==> src/rtl/fu_issue_ctrl.sv <==
// fu_issue_ctrl: single-register issue stage driving the FU operand bundle and one per-unit strobe
module fu_issue_ctrl #(
    parameter int TRANS_ID_BITS = 3,
    parameter int XLEN          = 64
) (
    input  logic                     clk_i,
    input  logic                     rst_ni,
    input  logic                     flush_i,
    input  logic                     issue_valid_i,
    output logic                     issue_ack_o,
    input  logic [2:0]               issue_fu_i,
    input  logic [7:0]               issue_op_i,
    input  logic [XLEN-1:0]          issue_operand_a_i,
    input  logic [XLEN-1:0]          issue_operand_b_i,
    input  logic [XLEN-1:0]          issue_imm_i,
    input  logic [TRANS_ID_BITS-1:0] issue_trans_id_i,
    input  logic                     flu_ready_i,
    input  logic                     lsu_ready_i,
    input  logic                     fpu_ready_i,
    input  logic                     resolve_branch_i,
    output logic [7:0]               fu_op_o,
    output logic [XLEN-1:0]          operand_a_o,
    output logic [XLEN-1:0]          operand_b_o,
    output logic [XLEN-1:0]          imm_o,
    output logic [TRANS_ID_BITS-1:0] trans_id_o,
    output logic                     alu_valid_o,
    output logic                     branch_valid_o,
    output logic                     csr_valid_o,
    output logic                     mult_valid_o,
    output logic                     lsu_valid_o,
    output logic                     fpu_valid_o,
    output logic                     branch_pending_o
);
    localparam logic [2:0] FU_NONE  = 3'd0;
    localparam logic [2:0] FU_LOAD  = 3'd1;
    localparam logic [2:0] FU_STORE = 3'd2;
    localparam logic [2:0] FU_ALU   = 3'd3;
    localparam logic [2:0] FU_CTRL  = 3'd4;
    localparam logic [2:0] FU_MULT  = 3'd5;
    localparam logic [2:0] FU_CSR   = 3'd6;
    localparam logic [2:0] FU_FPU   = 3'd7;

    logic                     w_unit_ok;
    logic                     w_hazard;
    logic                     w_is_flu_wb;
    logic [7:0]               r_op;
    logic [XLEN-1:0]          r_a;
    logic [XLEN-1:0]          r_b;
    logic [XLEN-1:0]          r_imm;
    logic [TRANS_ID_BITS-1:0] r_id;
    logic                     r_alu;
    logic                     r_branch;
    logic                     r_csr;
    logic                     r_mult;
    logic                     r_lsu;
    logic                     r_fpu;
    logic                     r_branch_pending;

    always_comb begin
        w_unit_ok   = (issue_fu_i == FU_LOAD || issue_fu_i == FU_STORE) ? lsu_ready_i :
                      (issue_fu_i == FU_FPU)  ? fpu_ready_i :
                      (issue_fu_i == FU_NONE) ? 1'b1 : flu_ready_i;
        // MULT results land on the shared FLU writeback port a cycle later
        w_is_flu_wb = issue_fu_i == FU_ALU || issue_fu_i == FU_CTRL || issue_fu_i == FU_CSR;
        w_hazard    = (w_is_flu_wb && r_mult) || (issue_fu_i == FU_CTRL && r_branch_pending);
        issue_ack_o = rst_ni && issue_valid_i && !flush_i && w_unit_ok && !w_hazard;
    end

    always_ff @(posedge clk_i or negedge rst_ni) begin
        if (!rst_ni) begin
            r_op             <= '0;
            r_a              <= '0;
            r_b              <= '0;
            r_imm            <= '0;
            r_id             <= '0;
            r_alu            <= 1'b0;
            r_branch         <= 1'b0;
            r_csr            <= 1'b0;
            r_mult           <= 1'b0;
            r_lsu            <= 1'b0;
            r_fpu            <= 1'b0;
            r_branch_pending <= 1'b0;
        end else begin
            if (issue_ack_o) begin
                r_op  <= issue_op_i;
                r_a   <= issue_operand_a_i;
                r_b   <= issue_operand_b_i;
                r_imm <= issue_imm_i;
                r_id  <= issue_trans_id_i;
            end
            r_alu            <= issue_ack_o && issue_fu_i == FU_ALU;
            r_branch         <= issue_ack_o && issue_fu_i == FU_CTRL;
            r_csr            <= issue_ack_o && issue_fu_i == FU_CSR;
            r_mult           <= issue_ack_o && issue_fu_i == FU_MULT;
            r_lsu            <= issue_ack_o && (issue_fu_i == FU_LOAD || issue_fu_i == FU_STORE);
            r_fpu            <= issue_ack_o && issue_fu_i == FU_FPU;
            r_branch_pending <= (flush_i || resolve_branch_i) ? 1'b0 :
                                (issue_ack_o && issue_fu_i == FU_CTRL) ? 1'b1 : r_branch_pending;
        end
    end

    assign fu_op_o          = r_op;
    assign operand_a_o      = r_a;
    assign operand_b_o      = r_b;
    assign imm_o            = r_imm;
    assign trans_id_o       = r_id;
    assign alu_valid_o      = r_alu;
    assign branch_valid_o   = r_branch;
    assign csr_valid_o      = r_csr;
    assign mult_valid_o     = r_mult;
    assign lsu_valid_o      = r_lsu;
    assign fpu_valid_o      = r_fpu;
    assign branch_pending_o = r_branch_pending;
endmodule

==> config.mk <==
export PLATFORM = sky130hd
export DESIGN_NAME = fu_issue_ctrl
export DESIGN_NICKNAME = d
export VERILOG_FILES = /design/src/rtl/fu_issue_ctrl.sv
export SDC_FILE = /design/constraint.sdc
export NUM_CORES = 1
export LEC_CHECK = 0
export CAP_MARGIN = 20
export CORE_AREA = 2 2 167 169
export DETAILED_ROUTE_END_ITERATION = 8
export DIE_AREA = 0 0 169 171
export PLACE_DENSITY = 0.63
export SLEW_MARGIN = 40
export SYNTH_ARGS = -nofsm -noshare
export SYNTH_HDL_FRONTEND = slang
export SYNTH_SLANG_ARGS = --single-unit
==> constraint.sdc <==
create_clock -name clk_i -period 3.77 [get_ports clk_i]
set_input_delay 0.754 -clock clk_i [delete_from_list [all_inputs] [get_ports clk_i]]
set_output_delay 0.754 -clock clk_i [all_outputs]
set_load 0.03 [all_outputs]
==> results.toml <==
[outcome]
status = "completed"

[detailed_routing]
drt_iter0_markers = 172
drcViolationCount = 0
drt_first_pass_iters = 4
routed_wl_um = 23700
avgRoutedWirePerCell_um = 18.7
ant_nets = 0
viasPerCell = 4.35
num_vias = 5519

[layout]
multi_input_area_um2 = 3010
area_delta_synth_final_pct = 64.6
fillCellCount = 2366
drive_gt1_frac = 0.287
fin_util = 0.513
antenna_cells = 0
ff_latch_area_um2 = 5260
fin_nets = 1118

[setup_path]
crit_chain = "clkdlybuf4s50_1 > o22ai_1 > a211oi_2 > o211ai_4 > inv_8 > buf_4"
path_max_fanout = 25
path_delay_family = "buffers and inverters"
end_kind = "output port"
slowest_delay_ns = 0.66
cp_slowest_cell = "clkdlybuf4s50_1"
crit_required_ns = 3.02
startpoint_type = "primary input"
crit_type = "primary input to output port"
worstPathArrival_ns = 2.53
worst-path-buf-inv = 3

[cts]
clkTransAtPathRegs_ns = 0.06
cts_hold_buf = 0
cts_tree = "built"
numClockSinks = 210
cts_root_buf = "clkbuf_16"
cts_buffers = 26
cts.htree.levels = 1
insertion_delay_ns = 0.52
cts_resized = 0
cts_buffer_depth = 3
post-cts-setup-buffer-count = 0

[logic_synthesis]
synthTopCellsByCount = "dfrtp_1, mux2_4, mux2_2"
synth_area_leader_cell = "dfrtp_1"
synth_top_area_share = 0.617
ys_ff_latch = 210
synth_edf_count = 0
yosysUniqueCellTypes = 24
seq_area_frac_synth = 0.617
async_flop_share = 1.00
netlist_top_cells_area = "dfrtp_1, mux2_4, mux2_2, buf_6, buf_2"
syn-instance-count = 464
synth_ff_type = "dfrtp_1"
yosysMostFrequentCell = "dfrtp_1"
yosys_warnings = 0
syn_area_um2 = 8510
synth_fp_nets = 678
avgSynthCellArea_um2 = 18.3

[timing]
whs_ns = 0.131
slew_headroom = 0.565
min_period_ns = 3.28
skew_ns = 0.0141
slew_viol_final = 0
clock.fmax_ghz = 0.305
hold_viol_final = 0
rsz0062_at_grt = "false"
worst_slew_pin_slew_ns = 0.653
setup-violations-final = 0
layout_setup_ws_ns = 0.488
min_period_over_period = 0.871
setup_tns_ns = 0

[die]
core-area_um2 = 27300
dieWidth_um = 169
rows = 61
ioPinCount = 425
initial_core_util = 0.311
fp.dieH_um = 171
dieArea_um2 = 28900

[pwr]
peakVddDrop_uv = 460
leakage_nw = 5.99
cellPowerDensity_nw_per_um2 = 663

[place]
gp_congestion = 0.768
post-place-ws_ns = 0.456
port_buffers = 424
place_hpwl_um = 17200

[global_routing]
grt_start_max_net_pins = 71
antenna_found_initial = 0
grt_pass1_wl_um = 35400
grt_overflow_total = 0
grt_pass1_vias = 5942
grt.total_usage = 0.157

[worst_hold_path]
hold_path.class = "primary input to asynchronous set/reset pin"

[job]
maxCapViolCount = 0
[stage by stage]
stage | cell area, um^2 | power [mW] | std cells
5_1_grt | 14000 | 9.69 | 1268
4_1_cts | 14000 | 9.42 | 1268
3_5_place_dp | 13100 | 6.78 | 1222
3_3_place_gp | 13100 | 6.76 | 1222
6_report | 14000 | 9.29 | 1268
2_1_floorplan | 8510 | 5.12 | 464
[cell type report]
cell class,instances,area share
Clock inverter,11,0.00974
Inverter,4,0.00161
Multi-Input combinational cell,226,0.215
Timing Repair Buffer,436,0.314
Tap cell,346,0.0309
Clock buffer,35,0.0540
Sequential cell,210,0.375
[state kept, by name (all words and copies together) (netlist names)]
| signal | flops |
|---|---|
| alu_valid_o | 1 |
| branch_pending_o | 1 |
| branch_valid_o | 1 |
| csr_valid_o | 1 |
| fpu_valid_o | 1 |
| fu_op_o | 8 |
| imm_o | 64 |
| lsu_valid_o | 1 |
| mult_valid_o | 1 |
| operand_a_o | 64 |
| operand_b_o | 64 |
| trans_id_o | 3 |
[path summary, 6_finish.rpt]
path                               startpoint              end  slack, ns  cells past startpoint
max in group asynchronous              rst_ni         imm_o[0]       2.09                      3
worst min register to register     fu_op_o[4]       fu_op_o[4]       0.50                      1
min in group clk_i                 fu_op_o[4]       fu_op_o[4]       0.50                      1
worst max register to register   mult_valid_o       fu_op_o[7]       1.42                      7
worst min-delay path                   rst_ni  operand_b_o[13]       0.13                      1
worst max-delay path            issue_fu_i[1]      issue_ack_o       0.49                      6
[worst register-to-register path: cells and delay by family (launching register included)]
kind	cells	cell delay (ns)
AO/OA/AOI/OAI	3	0.61
buffers and inverters	2	0.65
flip-flops	1	0.40
multiplexers	1	0.45
AND/OR/NAND/NOR	1	0.12
[layer usage]
metal / global-route usage / share of wire / vias to the layer above
met5: 0 / 0 / -
met4: 0.0491 / 0.031 / 0
met3: 0.0618 / 0.097 / 40
met2: 0.260 / 0.48 / 259
met1: 0.189 / 0.39 / 2708
li1: - / - / 2512
[power breakdown]
| group | total [mW] | internal, mW | switching, mW |
|---|---|---|---|
| Combinational | 3.58 | 1.82 | 1.76 |
| Sequential | 3.15 | 2.83 | 0.320 |
| Clock | 2.56 | 1.60 | 0.955 |
| Total | 9.29 | 6.25 | 3.04 |
[cell usage in the layout, fill, tap and decap left out, drive strengths merged, types with 3 or more instances in the layout]
cell type	synthesis	routed
a211oi	3	3
nand2	3	3
clkbuf	0	36
bufinv	0	3
inv	4	5
buf	24	13
mux2	203	203
nor3	3	3
clkinv	0	6
nor2	3	3
clkdlybuf4s50	0	422
dfrtp	210	210
[kinds of logic after synthesis]
kind of cell,synth area share
mux,0.335
buf+inv,0.0290
flops,0.617
simple gates,0.00912
xor+xnor,0.00103
compound gates,0.00867
No activity file was read; power rests on OpenSTA's default activity.
